==> src/rtl/rc_receiver_decoder.sv <==
// Four-channel RC receiver PWM decoder: measures pulse widths in microseconds,
// converts them to offset words and drives a failsafe when channels go silent.
module rc_receiver_decoder #(
  parameter int TICKS_PER_US = 50,
  parameter int MIN_US       = 1000,
  parameter int MID_US       = 1500,
  parameter int MAX_US       = 2000,
  parameter int GUARD_US     = 150,
  parameter int TIMEOUT_US   = 100000,
  parameter int OUT_W        = 12
) (
  input  logic             clk,
  input  logic             rst_n,
  input  logic             rc_throttle,
  input  logic             rc_pitch,
  input  logic             rc_roll,
  input  logic             rc_yaw,
  output logic [OUT_W-1:0] throttle_offset,
  output logic [OUT_W-1:0] pitch_offset,
  output logic [OUT_W-1:0] roll_offset,
  output logic [OUT_W-1:0] yaw_offset,
  output logic [3:0]       offset_update,
  output logic [3:0]       pulse_error,
  output logic             failsafe
);

  localparam int PW = (TICKS_PER_US > 1) ? $clog2(TICKS_PER_US) : 1;
  localparam int SW = $clog2(TIMEOUT_US + 1);
  localparam int WW = 12;

  localparam logic [WW-1:0] W_SAT     = '1;
  localparam logic [WW-1:0] W_MIN     = WW'(MIN_US);
  localparam logic [WW-1:0] W_MID     = WW'(MID_US);
  localparam logic [WW-1:0] W_MAX     = WW'(MAX_US);
  localparam logic [WW-1:0] LONG_LIM  = WW'(MAX_US + GUARD_US);
  localparam logic [WW-1:0] SHORT_LIM = WW'(MIN_US - GUARD_US);
  localparam logic [SW-1:0] S_MAX     = SW'(TIMEOUT_US);

  typedef enum logic [1:0] {WAIT_LOW, IDLE, MEASURE} state_t;

  function automatic logic [WW-1:0] clamp_width(input logic [WW-1:0] w);
    if (w < W_MIN)      return W_MIN;
    else if (w > W_MAX) return W_MAX;
    else                return w;
  endfunction

  function automatic logic signed [OUT_W-1:0] to_offset(input logic [WW-1:0] w,
                                                        input logic [WW-1:0] base);
    logic signed [WW:0] d;
    d = $signed({1'b0, clamp_width(w)}) - $signed({1'b0, base});
    return d[OUT_W-1:0];
  endfunction

  logic [3:0] rc_raw;
  logic [3:0] sync_p0, sync_p1, sync_p2;
  logic [3:0] rise_p2, fall_p2;
  logic [PW-1:0] presc;
  logic us_tick;

  state_t state [4];
  state_t state_nxt [4];
  logic [WW-1:0] width [4];
  logic [WW-1:0] width_nxt [4];
  logic [WW-1:0] width_inc [4];
  logic [SW-1:0] silence [4];
  logic signed [OUT_W-1:0] off [4];
  logic [3:0] acc, rej, to_vec, seen, seen_nxt;
  logic fs_nxt;

  assign rc_raw = {rc_yaw, rc_roll, rc_pitch, rc_throttle};

  // stage p0/p1: two-flop synchronizer; stage p2: registered edge detect
  always_ff @(posedge clk) begin
    sync_p0 <= rc_raw;
    sync_p1 <= sync_p0;
    sync_p2 <= sync_p1;
    rise_p2 <= sync_p1 & ~sync_p2;
    fall_p2 <= ~sync_p1 & sync_p2;
  end

  assign us_tick = (presc == PW'(TICKS_PER_US - 1));

  always_ff @(posedge clk) begin
    if (!rst_n)       presc <= '0;
    else if (us_tick) presc <= '0;
    else              presc <= presc + 1'b1;
  end

  // The falling-edge cycle's tick is counted so a pulse of N us reads exactly N.
  always_comb begin
    for (int i = 0; i < 4; i++) begin
      width_inc[i] = (us_tick && width[i] != W_SAT) ? width[i] + WW'(1) : width[i];
      state_nxt[i] = state[i];
      width_nxt[i] = width[i];
      acc[i]       = 1'b0;
      rej[i]       = 1'b0;
      case (state[i])
        WAIT_LOW: if (!sync_p1[i]) state_nxt[i] = IDLE;
        IDLE: begin
          if (rise_p2[i]) begin
            width_nxt[i] = '0;
            state_nxt[i] = MEASURE;
          end
        end
        MEASURE: begin
          width_nxt[i] = width_inc[i];
          if (fall_p2[i]) begin
            state_nxt[i] = IDLE;
            if (width_inc[i] < SHORT_LIM) rej[i] = 1'b1;
            else                          acc[i] = 1'b1;
          end else if (width_inc[i] > LONG_LIM) begin
            rej[i]       = 1'b1;
            state_nxt[i] = WAIT_LOW;
          end
        end
        default: state_nxt[i] = WAIT_LOW;
      endcase
    end
  end

  // stage p3: channel state, offsets and strobes
  always_ff @(posedge clk) begin
    if (!rst_n) begin
      for (int i = 0; i < 4; i++) begin
        state[i] <= WAIT_LOW;
        width[i] <= '0;
        off[i]   <= '0;
      end
      offset_update <= '0;
      pulse_error   <= '0;
    end else begin
      for (int i = 0; i < 4; i++) begin
        state[i] <= state_nxt[i];
        width[i] <= width_nxt[i];
        if (acc[i]) off[i] <= to_offset(width_inc[i], (i == 0) ? W_MIN : W_MID);
      end
      offset_update <= acc;
      pulse_error   <= rej;
    end
  end

  always_ff @(posedge clk) begin
    for (int i = 0; i < 4; i++) begin
      if (!rst_n || acc[i])                  silence[i] <= '0;
      else if (us_tick && silence[i] != S_MAX) silence[i] <= silence[i] + SW'(1);
    end
  end

  // Any channel still timed out restarts the "heard from everyone" tally.
  always_comb begin
    for (int i = 0; i < 4; i++) to_vec[i] = (silence[i] == S_MAX);
    seen_nxt = ((|to_vec) ? 4'b0 : seen) | acc;
    fs_nxt   = (failsafe || (|to_vec)) && (seen_nxt != 4'hF);
  end

  always_ff @(posedge clk) begin
    if (!rst_n) begin
      failsafe <= 1'b1;
      seen     <= '0;
    end else begin
      failsafe <= fs_nxt;
      seen     <= fs_nxt ? seen_nxt : 4'b0;
    end
  end

  assign throttle_offset = failsafe ? '0 : off[0];
  assign pitch_offset    = failsafe ? '0 : off[1];
  assign roll_offset     = failsafe ? '0 : off[2];
  assign yaw_offset      = failsafe ? '0 : off[3];

endmodule

==> config.mk <==
export PLATFORM = sky130hd
export DESIGN_NAME = rc_receiver_decoder
export DESIGN_NICKNAME = d
export VERILOG_FILES = /design/src/rtl/rc_receiver_decoder.sv
export SDC_FILE = /design/constraint.sdc
export NUM_CORES = 1
export LEC_CHECK = 0
export ABC_CLOCK_PERIOD_IN_PS = 6400
export BUFFER_PORTS_ARGS = -buffer_cell sky130_fd_sc_hd__buf_4
export CORE_ASPECT_RATIO = 1.25
export CORE_MARGIN = 3
export CORE_UTILIZATION = 45
export DETAILED_ROUTE_END_ITERATION = 8
export GPL_ROUTABILITY_DRIVEN = 0
export PLACE_DENSITY = 0.63
export SYNTH_ARGS = -nofsm -noshare
export SYNTH_HDL_FRONTEND = slang
export SYNTH_SLANG_ARGS = --single-unit
==> constraint.sdc <==
create_clock -name clk -period 6.4 [get_ports clk]
set_input_delay 0.32 -clock clk [delete_from_list [all_inputs] [get_ports clk]]
set_output_delay 0.32 -clock clk [all_outputs]
set_load 0.02 [all_outputs]
# Yosys cells after proc, flatten, opt, wreduce, memory -nomap -nowiden
# Memories as Yosys holds them, arrays and structs flattened.
# Cells that the tools add are included.
# op_classes
n_reduce_logical,26
order_cmp,16
muxes,127
bitwise_logic,22
n_addsub,13
eq_ne,22
# ops
operator,n
12-bit two-way mux,36
"12-bit by 10-bit less-than comparator with 1-bit output, second input constant",8
12-bit one-hot mux with 2 select lines,4
"17-bit by 1-bit adder with 17-bit output, second input constant",4
"17-bit == test, second input constant",4
17-bit two-way mux,4
"17-bit != test, second input constant",4
1-bit two-way mux,58
"12-bit by 1-bit adder with 12-bit output, second input constant",4
"12-bit by 11-bit greater-than comparator with 1-bit output, second input constant",4
"12-bit greater-than comparator, second input constant",4
"12-bit != test, second input constant",4
2-bit two-way mux,20
"12-bit by 11-bit subtractor with 12-bit output, second input constant",3
2-bit one-hot mux with 3 select lines,4
1-bit bitwise OR,16
"12-bit by 10-bit subtractor with 12-bit output, second input constant",1
2-bit AND reduction,5
1-bit logical AND,9
4-bit bitwise AND,2
"2-bit by 1-bit == test with 1-bit output, second input constant",4
"2-bit == test, second input constant",4
2-bit logical NOT,4
4-bit inverter,2
other kinds (10),14
# totals
ff_bits,39
memories,4
mem_bits_rw,172
wordCells,243
out_inout_bits,57
input_bits,6
# memory_table
name,words,word_bits,rd,rd_ports_with_merged_regs,wr,line_no,rtl
silence,4,17,4,0,4,65,logic [SW-1:0] silence [4];
off,4,12,4,0,4,66,logic signed [OUT_W-1:0] off [4];
width,4,12,4,0,4,62,logic [WW-1:0] width [4];
state,4,2,4,0,4,60,state_t state [4];

# Depth between registers and ports, before layout
# depth
ltp_word,11
ltp_mapped,17
ltp_nobuf,14

# Least setup slack after synthesis
# OpenSTA, ideal clock, no wires.
# synth_timing
path_type,reg-to-reg
startpoint,mem width[3][1]
endpoint,"mem silence[3][0] (netlist name), enable pin"
slack_ns,2.507
path_buffers,1
setup_time_ns,0.372
synth_period_minus_slack_ns,3.893
stages_incl_launch_ff,11
t_required_ns,6.028
t_arrival_ns,3.520
path_cell_list,dfxtp_1 ha_1 clkbuf_1 nand4_1 nor2_1 or4_1 and4_1 a211oi_1 o21ai_1 o21ai_0 a21o_1
# synth_rtl
element,line_no
from (decl),62
to (decl),65

==> results by group <==
Floorplan
  – Die X: 157 µm
  – I/O Pins: 63
  – Die ar.: 0.0305 mm²
  – Die Ht: 195 µm
  – Core ar.: 0.0278 mm²
  – # rows: 68
  – Initial core utilization: 46.0%

Logic synthesis
  – Mapped Nets: 1426
  – Yosys cell types: 103
  – Simple-gate portion of the synthesized area: 28.0%
  – Register area share after synthesis: 42.1%
  – Number of synthesized flops with an enable pin: 116
  – Cells after Synth: 1402
  – Syn. warnings: 0
  – Avg Cell Area, Syn: 9.13 µm²
  – Adder-cell share of the synthesized area: 1.76%
  – Synth Cell Area: 0.0128 mm²
  – FF+latch count, synth: 211
  – Compound-cell area share of the yosys netlist: 16.3%
  – Main synth FF type: edfxtp_1
  – Proportion of synthesized area in mux cells: 1.93%
  – Main combinational cell family by area after synthesis: simple AND/OR/NAND/NOR gates
  – Async set or reset register ratio after synthesis: 0%
  – Synth Area in XOR/XNOR: 6.35%

Timing
  – Final hold violation count: 0
  – Slew Viols, Final: 0
  – Worst slew pin tran: 1220 ps
  – Final worst setup slack: 1560 ps
  – Fin crit share: 75.6%
  – Fin Setup TNS: 0 ps
  – Layout Skew: 7.88 ps
  – Fin crit period: 4840 ps
  – Slew headroom: 18.1%
  – Final setup viols: 0
  – Max Clk Rate: 207 MHz
  – RSZ-0062 raised after global routing: no

Global routing
  – Largest net degree at the start of global routing: 52
  – Total track usage: 19.7%
  – First-pass GRT wire length: 50400 µm
  – Overflow after GRT: 0
  – Number of global-route vias before repair: 10204
  – Antenna violations before repair: 0

Clocking
  – Post-CTS Repair Setup Buffers: 0
  – CTS tree: yes
  – Post-CTS sizing: 0
  – CTS buffer count: 24
  – Clk Tree Root Cell: clkbuf_16
  – Longest Clk Path Bufs: 3
  – Hold_buf cts: 4
  – Reg clk slew, reported paths: 60 ps
  – Clk_lat worst skew: 520 ps
  – TritonCTS Sinks: 211
  – CTS H-tree lvls: 1

Place
  – Placed cells: 1756
  – # port buffers: 62
  – Dpl hpwl: 21800 µm
  – Pre-CTS WS: 1640 ps

Route
  – Via count of the routed design: 10566
  – Routed WL: 30700 µm
  – Vias per std cell: 5.86
  – Iteration-0 DRC Markers: 584
  – ANT nets after route: 0
  – First-pass detailed-route iteration total: 5
  – Wire length per cell: 17.0 µm
  – # DRC: 0

Final layout
  – N_diodes: 0
  – Finished Layout Cells: 1804
  – Area grow syn2layout: 11.5%
  – Final nets: 1460
  – Layout cells sized above 1: 10.9%

Worst setup path
  – Worst flop-to-flop path startpoint: presc[0]
  – Cell Chain, Critical Path: ha_1 -> and3b_1 -> nand2_2 -> or4_1 -> and2_1 -> a311oi_1 -> a211o_1 -> nor2_1 -> ha_1 -> a21boi_0 -> o32a_1 -> a311o_1 -> a21oi_1
  – Top cell by count, worst path: ha_1
  – R2r endpoint: off[2][10]
  – Buf/Inv on CP: 0
  – CP Capture Type: register
  – Crit Path Category: register to register
  – Critical path arrival: 5200 ps
  – Setup crit start: presc[0]
  – Reg2reg setup slack: 1560 ps
  – Crit-path max FO: 21
  – CP top delay family: simple AND/OR/NAND/NOR gates
  – Worst endpoint required time: 6760 ps
  – CP max stage delay: 690 ps
  – Crit path max-delay cell type: and3b_1
  – Setup crit start kind: register
  – R2R depth: 13

Pwr
  – PwrDens: 213 mW/mm²
  – P_leak: 5.10 nW
  – Worst vdd ir: 0.145 mV

Min path
  – Hold_sp: rst_n
  – Hold WC Path Type: input port to register
  – Hold Path Stages: 2
  – WHS Endpoint: state[0][0]

Job
  – Max-Cap Viols: 0

Run status
  – Outcome: finished, final reports clean
worst max path at each step:
stage | to | slack [ps] | cells after the start
6_report | off[2][10] | 1560 | 13
5_1_grt | off[2][8] | 1280 | 13
4_1_cts | off[2][10] | 1620 | 13
3_5_place_dp | off[2][10] | 1640 | 13
3_3_place_gp | off[2][10] | 1740 | 13
2_1_floorplan | silence[3][0] | 2510 | 10
layer usage:
metal / share of wire (%) / wire length (µm) / global-route usage [%]
met1: 43 / 13200 / 24.7
met2: 50 / 15300 / 34.4
met3: 4.7 / 1440 / 3.01
met4: 2.4 / 748 / 6.29
met5: 0 / 0 / 0
report_power, final:
group	internal [mW]	total [mW]	switching, mW
clock network	0.850	1.39	0.544
registers	1.47	1.51	0.0385
logic	0.0562	0.136	0.0795
total	2.37	3.04	0.662
cell usage in the layout, fill, tap and decap left out, types with 40 or more instances in the layout:
cell type / count
dfxtp_1: 94
inv_1: 40
nor3_1: 40
nor2b_1: 63
o21ai_0: 76
nand2_1: 113
a21oi_1: 43
nand3_1: 64
nor2_1: 165
xnor2_1: 43
edfxtp_1: 116
and3_1: 44
xor2_1: 48
buf_4: 66
kinds of logic (layout without fill, tap and decap cells):
family / count (synthesis) / after routing
xor gates and xnor gates: 92 / 92
adders and majority gates: 18 / 18
other: 1 / 1
buffers and inverters: 103 / 155
DFF: 211 / 211
muxes: 24 / 24
AOI/OAI and AO/OA: 291 / 291
and+or+nand+nor: 662 / 662
cell usage after synthesis, types with 15 or more instances:
| library cell | n | share of area (%) |
|---|---|---|
| and3_1 | 44 | 2.2 |
| nor2b_1 | 63 | 3.1 |
| clkbuf_1 | 32 | 0.94 |
| dfxtp_1 | 95 | 15 |
| nor4_1 | 16 | 0.78 |
| nand3_1 | 64 | 2.5 |
| xor2_1 | 48 | 3.3 |
| xnor2_1 | 43 | 2.9 |
| nor2_1 | 166 | 4.9 |
| and2_1 | 28 | 1.4 |
| and4_1 | 16 | 1.1 |
| buf_2 | 18 | 0.70 |
| inv_1 | 40 | 1.2 |
| ha_1 | 18 | 1.8 |
| edfxtp_1 | 116 | 27 |
| nor3_1 | 40 | 1.6 |
| a21oi_1 | 43 | 1.7 |
| o21ai_0 | 78 | 3.0 |
| nand4_1 | 34 | 1.7 |
| nand2_1 | 113 | 3.3 |
| mux2i_1 | 19 | 1.5 |
| a31oi_1 | 15 | 0.73 |
worst register-to-register path: stages (launching register included):
cell and delay (ps):
dfxtp_1 380, ha_1 230, and3b_1 690, nand2_2 490, or4_1 640, and2_1 240
a311oi_1 300, a211o_1 310, nor2_1 100, ha_1 280, a21boi_0 160, o32a_1 360
a311o_1 370, a21oi_1 140
sequential cells by signal, summed over array words and instances (netlist names):
register / count
pulse_error: 4
failsafe: 1
width: 48
sync_p2: 4
presc: 6
state: 8
silence: 68
fall_p2: 4
rise_p2: 4
seen: 4
sync_p0: 4
offset_update: 4
sync_p1: 4
off: 48
stage by stage:
stage          utilization (%)  hold slack (ps)  power [mW]  area [µm²]
6_report                  51.3              178        3.04       14300
3_5_place_dp              48.3              312        1.67       13400
4_1_cts                   51.3              171        3.08       14300
3_3_place_gp              48.3              315        1.67       13400
2_1_floorplan                -              310        1.61       12800
5_1_grt                   51.3              177        3.15       14300
area by class of cell:
type                       count  area (µm²)
clock buffer                  41         767
clock inverter                 3        40.0
fill                        2634       13500
inverter                      41         154
multi-input combinational   1088        6960
sequential                   211        5390
tap                          350         438
timing repair buffer          70         536
(Power assumes the default switching activity.)
